<file path="config.mk">
export PLATFORM = sky130hd
export DESIGN_NAME = op_dispatch_flat
export DESIGN_NICKNAME = d
export VERILOG_FILES = /design/src/rtl/op_dispatch_if.sv /design/src/rtl/op_dispatch.sv /design/src/flat_wrapper.sv
export SDC_FILE = /design/constraint.sdc
export NUM_CORES = 1
export LEC_CHECK = 0
export BUFFER_PORTS_ARGS = -buffer_cell sky130_fd_sc_hd__buf_2
export CORE_MARGIN = 5
export CORE_UTILIZATION = 45
export DETAILED_ROUTE_END_ITERATION = 12
export GPL_TIMING_DRIVEN = 1
export PLACE_DENSITY = 0.76
export SYNTH_ARGS = -nofsm -noshare
export SYNTH_HDL_FRONTEND = slang
export SYNTH_SLANG_ARGS = --single-unit
</file>
<file path="constraint.sdc">
create_clock -name clk -period 2.1 [get_ports clk]
set_input_delay 0.21 -clock clk [delete_from_list [all_inputs] [get_ports clk]]
set_output_delay 0.21 -clock clk [all_outputs]
set_load 0.02 [all_outputs]
</file>
<file path="src/rtl/op_dispatch_if.sv">
// ============================================================================
// op_dispatch_if : FIFO-side and compute-unit-side bus of the op dispatcher
// Rev 1.0
// ============================================================================
`default_nettype none

interface op_dispatch_if #(
  parameter int DATA_WIDTH = 32,
  parameter int NUM_MODES  = 3,
  parameter int RES_WIDTH  = 4
);
  logic                  op_pkt_available;
  logic [DATA_WIDTH-1:0] in_fifo_data_i;
  logic [NUM_MODES-1:0]  in_fifo_mode_i;
  logic [RES_WIDTH-1:0]  in_fifo_res_i;
  logic                  fifo_pop;
  logic [NUM_MODES-1:0]  unit_ready;
  logic [NUM_MODES-1:0]  unit_valid;
  logic [DATA_WIDTH-1:0] unit_data;
  logic [RES_WIDTH-1:0]  unit_res;

  // master is the dispatcher; slave is the FIFO plus compute units around it
  modport master (
    input  op_pkt_available, in_fifo_data_i, in_fifo_mode_i, in_fifo_res_i, unit_ready,
    output fifo_pop, unit_valid, unit_data, unit_res
  );

  modport slave (
    output op_pkt_available, in_fifo_data_i, in_fifo_mode_i, in_fifo_res_i, unit_ready,
    input  fifo_pop, unit_valid, unit_data, unit_res
  );
endinterface

`default_nettype wire

</file>
<file path="src/rtl/op_dispatch.sv">
// ============================================================================
// op_dispatch : pops op packets, routes them to one-hot selected compute unit
// Rev 1.0
// ============================================================================
`default_nettype none

module op_dispatch #(
  parameter int DATA_WIDTH = 32,
  parameter int NUM_MODES  = 3,
  parameter int RES_WIDTH  = 4,
  parameter int CNT_WIDTH  = 16
) (
  input  logic                 clk,
  input  logic                 rst,
  op_dispatch_if.master        bus,
  output logic                 mode_err,
  output logic                 busy,
  output logic [CNT_WIDTH-1:0] disp_cnt,
  output logic [CNT_WIDTH-1:0] err_cnt
);

  localparam logic [CNT_WIDTH-1:0] C_CNT_ONE = {{(CNT_WIDTH-1){1'b0}}, 1'b1};

  typedef enum logic [2:0] {
    IDLE     = 3'd0,
    FETCH    = 3'd1,
    CAPTURE  = 3'd2,
    DISPATCH = 3'd3,
    ERR      = 3'd4
  } state_t;

  state_t                state_q, state_d;
  logic [DATA_WIDTH-1:0] data_q;
  logic [NUM_MODES-1:0]  mode_q;
  logic [RES_WIDTH-1:0]  res_q;
  logic [CNT_WIDTH-1:0]  disp_cnt_q;
  logic [CNT_WIDTH-1:0]  err_cnt_q;
  logic                  mode_onehot;
  logic                  handshake;

  assign mode_onehot = ($countones(bus.in_fifo_mode_i) == 1);
  // Only the ready bit of the selected unit can complete the handoff
  assign handshake   = (state_q == DISPATCH) && ((mode_q & bus.unit_ready) != '0);

  always_ff @(posedge clk or posedge rst) begin
    if (rst) begin
      state_q <= IDLE;
    end else begin
      state_q <= state_d;
    end
  end

  always_comb begin
    state_d        = state_q;
    bus.fifo_pop   = 1'b0;
    bus.unit_valid = '0;
    mode_err       = 1'b0;
    busy           = 1'b1;
    case (state_q)
      IDLE: begin
        busy = 1'b0;
        if (bus.op_pkt_available) state_d = FETCH;
      end
      FETCH: begin
        bus.fifo_pop = 1'b1;
        state_d      = CAPTURE;
      end
      CAPTURE: begin
        state_d = mode_onehot ? DISPATCH : ERR;
      end
      DISPATCH: begin
        bus.unit_valid = mode_q;
        if (handshake) state_d = bus.op_pkt_available ? FETCH : IDLE;
      end
      ERR: begin
        mode_err = 1'b1;
        state_d  = IDLE;
      end
      default: begin
        busy    = 1'b0;
        state_d = IDLE;
      end
    endcase
  end

  // FIFO head is valid one cycle after the pop, i.e. during CAPTURE
  always_ff @(posedge clk or posedge rst) begin
    if (rst) begin
      data_q <= '0;
      mode_q <= '0;
      res_q  <= '0;
    end else if (state_q == CAPTURE) begin
      data_q <= bus.in_fifo_data_i;
      mode_q <= bus.in_fifo_mode_i;
      res_q  <= bus.in_fifo_res_i;
    end
  end

  always_ff @(posedge clk or posedge rst) begin
    if (rst) begin
      disp_cnt_q <= '0;
      err_cnt_q  <= '0;
    end else begin
      if (handshake && (disp_cnt_q != '1)) disp_cnt_q <= disp_cnt_q + C_CNT_ONE;
      if ((state_q == ERR) && (err_cnt_q != '1)) err_cnt_q <= err_cnt_q + C_CNT_ONE;
    end
  end

  assign bus.unit_data = data_q;
  assign bus.unit_res  = res_q;
  assign disp_cnt      = disp_cnt_q;
  assign err_cnt       = err_cnt_q;

endmodule

`default_nettype wire

</file>
<file path="src/flat_wrapper.sv">
// flat-port wrapper written by rule: the top's interface ports become plain ports
module op_dispatch_flat 
#(
  parameter int DATA_WIDTH = 32,
  parameter int NUM_MODES  = 3,
  parameter int RES_WIDTH  = 4,
  parameter int CNT_WIDTH  = 16
)
  (clk, rst, mode_err, busy, disp_cnt, err_cnt, bus_op_pkt_available, bus_in_fifo_data_i, bus_in_fifo_mode_i, bus_in_fifo_res_i, bus_unit_ready, bus_fifo_pop, bus_unit_valid, bus_unit_data, bus_unit_res);
  op_dispatch_if #(.DATA_WIDTH(DATA_WIDTH), .NUM_MODES(NUM_MODES), .RES_WIDTH(RES_WIDTH)) bus_i ();
  input  logic clk;
  input  logic rst;
  output logic mode_err;
  output logic busy;
  output logic [CNT_WIDTH-1:0] disp_cnt;
  output logic [CNT_WIDTH-1:0] err_cnt;
  input wire logic [$bits(bus_i.op_pkt_available)-1:0] bus_op_pkt_available;
  input wire logic [$bits(bus_i.in_fifo_data_i)-1:0] bus_in_fifo_data_i;
  input wire logic [$bits(bus_i.in_fifo_mode_i)-1:0] bus_in_fifo_mode_i;
  input wire logic [$bits(bus_i.in_fifo_res_i)-1:0] bus_in_fifo_res_i;
  input wire logic [$bits(bus_i.unit_ready)-1:0] bus_unit_ready;
  output wire logic [$bits(bus_i.fifo_pop)-1:0] bus_fifo_pop;
  output wire logic [$bits(bus_i.unit_valid)-1:0] bus_unit_valid;
  output wire logic [$bits(bus_i.unit_data)-1:0] bus_unit_data;
  output wire logic [$bits(bus_i.unit_res)-1:0] bus_unit_res;
  assign bus_i.op_pkt_available = bus_op_pkt_available;
  assign bus_i.in_fifo_data_i = bus_in_fifo_data_i;
  assign bus_i.in_fifo_mode_i = bus_in_fifo_mode_i;
  assign bus_i.in_fifo_res_i = bus_in_fifo_res_i;
  assign bus_i.unit_ready = bus_unit_ready;
  assign bus_fifo_pop = bus_i.fifo_pop;
  assign bus_unit_valid = bus_i.unit_valid;
  assign bus_unit_data = bus_i.unit_data;
  assign bus_unit_res = bus_i.unit_res;
  op_dispatch #(.DATA_WIDTH(DATA_WIDTH), .NUM_MODES(NUM_MODES), .RES_WIDTH(RES_WIDTH), .CNT_WIDTH(CNT_WIDTH)) u_core (.clk(clk), .rst(rst), .bus(bus_i), .mode_err(mode_err), .busy(busy), .disp_cnt(disp_cnt), .err_cnt(err_cnt));
endmodule
</file>
Word-level counts from Yosys, hierarchy flattened
Index checks and enable logic that the tools add are counted.
{ "op_classes": {"addsub": 4, "n_eq_ne": 9, "mux": 9, "bitwise_logic": 1, "reduce_logical": 7} }
{ "ops": {"columns": ["cell", "n"], "rows": [
  ["adder 16 x 1 -> 16 bit (second input constant)", 2],
  ["adder 32 x 1 -> 32 bit", 1],
  ["equality test 32 x 2 -> 1 bit (second input constant)", 1],
  ["inequality test 16 bit (second input constant)", 2],
  ["2-to-1 mux 3 bit", 4],
  ["one-hot mux 3 bit (4 select lines)", 1],
  ["equality test 3 x 2 -> 1 bit (second input constant)", 2],
  ["2-to-1 mux 1 bit", 4],
  ["OR reduction 4 bit", 1],
  ["AND 3 bit", 1],
  ["equality test 3 x 1 -> 1 bit (second input constant)", 1],
  ["equality test 3 bit (second input constant)", 1],
  ["logical AND 1 bit", 3],
  ["zero test 3 bit", 1],
  ["nonzero test 3 bit", 1],
  ["adder 1 x 1 -> 2 bit", 1],
  ["inequality test 2 x 1 -> 1 bit (second input constant)", 1],
  ["inequality test 2 bit (second input constant)", 1],
  ["AND reduction 2 bit", 1]
]} }
{ "totals": {"reg_bits": 74, "input_bits": 45, "wordCells": 36} }

Depth between registers and ports, before layout
{ "depth": {"word_depth": 5, "ltp_mapped": 7, "ltp_nobuf": 6} }

Worst setup path after synthesis
No wires, ideal clock.
{ "synth_timing": {"path_type": "reg-to-reg", "from": "register u_core.err_cnt_q[0] (netlist: u_core.err_cnt[0])", "to": "register u_core.err_cnt_q[1] (netlist: u_core.err_cnt[1])", "setup_time_ns": 0.125, "t_arrival_ns": 1.662, "required_time_ns": 1.975, "path_slack_ns": 0.313, "path_stages_with_launch": 6, "path_buffers": 0, "period_less_slack_ns": 1.787, "cell_sequence": "dfrtp_1 ha_1 nand3_1 nor4_4 nor2_2 mux2_4"} }
{ "synth_between": {"elab_chain_len": 2, "word_cells_on_any_way": 3, "classes_between": "1 x add/sub; 1 x eq/ne; 1 x reduce/logical"} }
{ "synth_rtl": {"columns": ["element", "line", "text"], "rows": [
  ["start: declaration", "op_dispatch.sv:37", "logic [CNT_WIDTH-1:0] err_cnt_q;"],
  ["start signal: assignment", "op_dispatch.sv:105", "if ((state_q == ERR) && (err_cnt_q != '1)) err_cnt_q <= err_cnt_q + C_CNT_ONE;"],
  ["parallel branches: the longest is 2 deep, another holds adder 16 x 1 -> 16 bit", null, null]
]} }
Several ways; the timed one is not identified.
A chain may end at the register's enable or synchronous reset.

Final worst setup path
{ "layout_timing": {"from": "register u_core.state_q[0]", "to": "register u_core.data_q[21] (netlist: u_core.bus.unit_data[21])"} }
{ "layout_between": {"elab_chain_len": 1} }
{ "layout_rtl": {"columns": ["element", "line", "text"], "rows": [
  ["start: declaration", "op_dispatch.sv:32", "state_t state_q, state_d;"],
  ["start signal: assignment", "op_dispatch.sv:49", "state_q <= state_d;"],
  ["equality test 3 x 2 -> 1 bit", "op_dispatch.sv:92", "end else if (state_q == CAPTURE) begin"],
  ["end signal: assignment", "op_dispatch.sv:93", "data_q <= bus.in_fifo_data_i;"],
  ["end: declaration", "op_dispatch.sv:33", "logic [DATA_WIDTH-1:0] data_q;"]
]} }
No other way between the ends.

==> flow_summary.json <==
{
  "outcome": "finished, final reports clean",
  "fin_skew_ps": 7.401,
  "cap_viol_max_count": 0,
  "crit_path_end": "u_core.bus.unit_data[21]",
  "r2r-end": "u_core.bus.unit_data[21]",
  "max_freq_mhz": 560.1,
  "place_congestion": 0.8632,
  "port_buffers": 118,
  "grt_max_degree": 31,
  "synth_cell_types": 35,
  "track_usage_pct": 17.04,
  "crit_required_ps": 2320,
  "core_mm2": 0.007253,
  "fin_tns_setup_ps": 0,
  "cts.path.max_buffers": 2,
  "report.final.slew_viol_count": 0,
  "min_path_type": "primary input to register",
  "cts_root_buffer": "clkbuf_8",
  "path_class": "register to register",
  "instances_no_fill": 491,
  "syn-num-nets": 309,
  "p_sw_share_pct": 37.48,
  "drt-pass1-iter-count": 4,
  "syn_area_mm2": 0.003361,
  "dieWidth_um": 96.42,
  "cp-start-kind": "register",
  "cts_tree": "built",
  "arrival_ps": 2010,
  "cp-end-kind": "register",
  "slew_headroom_pct": 58.35,
  "avgSynthCellArea_um2": 13.03,
  "rsz0062_at_grt": "no",
  "p_clk_share_pct": 19.9,
  "async_flop_share_pct": 100.0,
  "setup_viol": 0,
  "worstReg2RegStart": "u_core.state_q[0]",
  "viasPerCell": 5.059,
  "hold_viol": 0,
  "htreeDepth": 3,
  "p_leak_nw": 2.226,
  "grt_overflow": 0,
  "final_cell_mix": "buf_2 (118), dfrtp_1 (74), mux2_2 (41)",
  "clock-sinks": 74,
  "pwr-share-seq_pct": 39.7,
  "combPwrFrac_pct": 40.3,
  "worst_hold_slack_ps": 99.43,
  "ys_ff_latch": 74,
  "num-nets-final": 438,
  "cts_resized": 0,
  "yosysWarningCount": 0,
  "placed_cells": 474,
  "total_power_w": 0.005669,
  "rrSetupSlack_ps": 310,
  "ir_drop_uv": 594.1,
  "fillers": 611,
  "cts_buffers": 9,
  "post-place-ws_ps": 176.6,
  "drive_gt1_share_pct": 50.26,
  "synth_edf_count": 0,
  "tightest_slew_ps": 620.0,
  "vias": 2484,
  "rows": 31,
  "fp.dieH_um": 96.42,
  "ys.flop_type": "dfrtp_1",
  "crit_start": "u_core.state_q[0]",
  "synthToLayoutAreaGrowth_pct": 28.70,
  "num_io_pins": 119,
  "finalCritPeriodShare_pct": 85.01,
  "timing.final.ws_setup_ps": 314.7,
  "grt_antenna_before_repair": 0,
  "grt_first_pass_wirelength_mm": 12.32,
  "r2r_cells": 4,
  "grt_pass1_vias": 2727,
  "yosysSeqAreaShare_pct": 55.10,
  "diodes": 0,
  "p_int_w": 0.003544,
  "clk_latency_ps": 330,
  "finalCriticalPeriod_ps": 1785,
  "crit_fanout": 30,
  "drt_iter0_markers": 91,
  "post_drt_wl_per_cell_um": 15.23,
  "final_common_cell": "buf_2",
  "place_hpwl_mm": 5.653,
  "dieArea_mm2": 0.009297,
  "postSynthCellCount": 258,
  "initial_core_util_pct": 46.33,
  "p_per_area_mw_per_mm2": 1311,
  "wl_mm": 7.476,
  "cts.clk_slew.worst_paths_ps": 80,
  "antenna_left": 0,
  "p_switching_w": 0.002124,
  "drc": 0
}
## Yosys cell counts, types with 2 or more instances
master,number,area [µm²]
dfrtp_1,74,1852
mux2_2,41,461.7
xor2_1,24,210.2
nor3_1,11,55.05
nand2_1,10,37.54
nand3_1,9,45.04
nand4_1,9,56.30
nor2_1,8,30.03
inv_1,6,22.52
nor3b_1,6,45.04
nor4_1,6,37.54
nor4_2,6,75.07
buf_2,5,25.02
ha_1,5,62.56
a21oi_1,4,20.02
and3_1,4,25.02
xnor2_1,4,35.03
and2_1,3,18.77
and4_1,3,26.28
nand2b_1,3,18.77
buf_6,2,22.52
nand4_4,2,42.54
## worst min path at each step
stage                               start                      end  slack [ps]  cells past startpoint
detailed placement                    rst  u_core.bus.unit_data[8]         300                      2
global placement                      rst  u_core.bus.unit_data[8]         290                      2
finish               bus_in_fifo_res_i[2]   u_core.bus.unit_res[2]         100                      2
global route         bus_in_fifo_res_i[2]   u_core.bus.unit_res[2]          90                      2
floorplan           bus_in_fifo_data_i[0]  u_core.bus.unit_data[0]         360                      1
CTS                  bus_in_fifo_res_i[2]   u_core.bus.unit_res[2]          80                      2
## registers in the layout, summed over array words and instances, names as in the netlist
register	count
u_core.state_q	3
u_core.bus.unit_res	4
u_core.mode_q	3
u_core.err_cnt	16
u_core.bus.unit_data	32
u_core.disp_cnt	16
## routing by layer
| metal | global-route usage [%] | routed length (µm) |
|---|---|---|
| met5 | 0 | 0 |
| met4 | 7.243 | 100 |
| met3 | 4.338 | 494 |
| met2 | 28.58 | 3755 |
| met1 | 20.84 | 3125 |
## what timing repair did
item | in CTS | in global routing
setup endpoints to repair | 0 | 0
endpoints found under the hold margin | 22 | 0
buffers inserted | 0 | 0
hold buffers | 1 | 0
## stage by stage
step	cell area [µm²]	utilization, %
floorplan	3361	-
global placement	4111	56.68
detailed placement	4111	56.68
CTS	4325	59.63
global route	4325	59.63
finish	4325	59.63
## cells by family after synthesis
logic type | synth area share [%]
adder cells (fa/ha/maj) | 2.457
AND/OR/NAND/NOR | 17.35
flip-flops | 55.10
AO/OA/AOI/OAI | 1.303
buffers and inverters | 2.308
multiplexers | 14.18
XOR/XNOR | 7.297
## power by group through the flow
stage,Combinational [W],Clock [W],Sequential (W)
6_report,0.00229,0.00113,0.00225
5_1_grt,0.00247,0.00123,0.00232
3_3_place_gp,0.00227,0,0.00225
4_1_cts,0.00233,0.00116,0.00226
3_5_place_dp,0.00233,0,0.00229
2_1_floorplan,0.00107,0,0.00275
## worst max-delay path, cell delays in order (launching register included)
cell,delay [ps]
dfrtp_1,480
nand2b_1,250
nor2_4,320
buf_12,250
mux2_2,370
## area by class of cell
type	instances	area, µm²	area share, %
multi-input cells	170	1445	33.41
well taps	99	123.9	2.864
clock buffers	12	155.1	3.587
inverters	6	22.52	0.5207
flip-flops and latches	74	1852	42.81
clock inverters	4	48.80	1.128
repair buffers	126	678.2	15.68
Note: power is estimated with default switching activity, not from simulation.
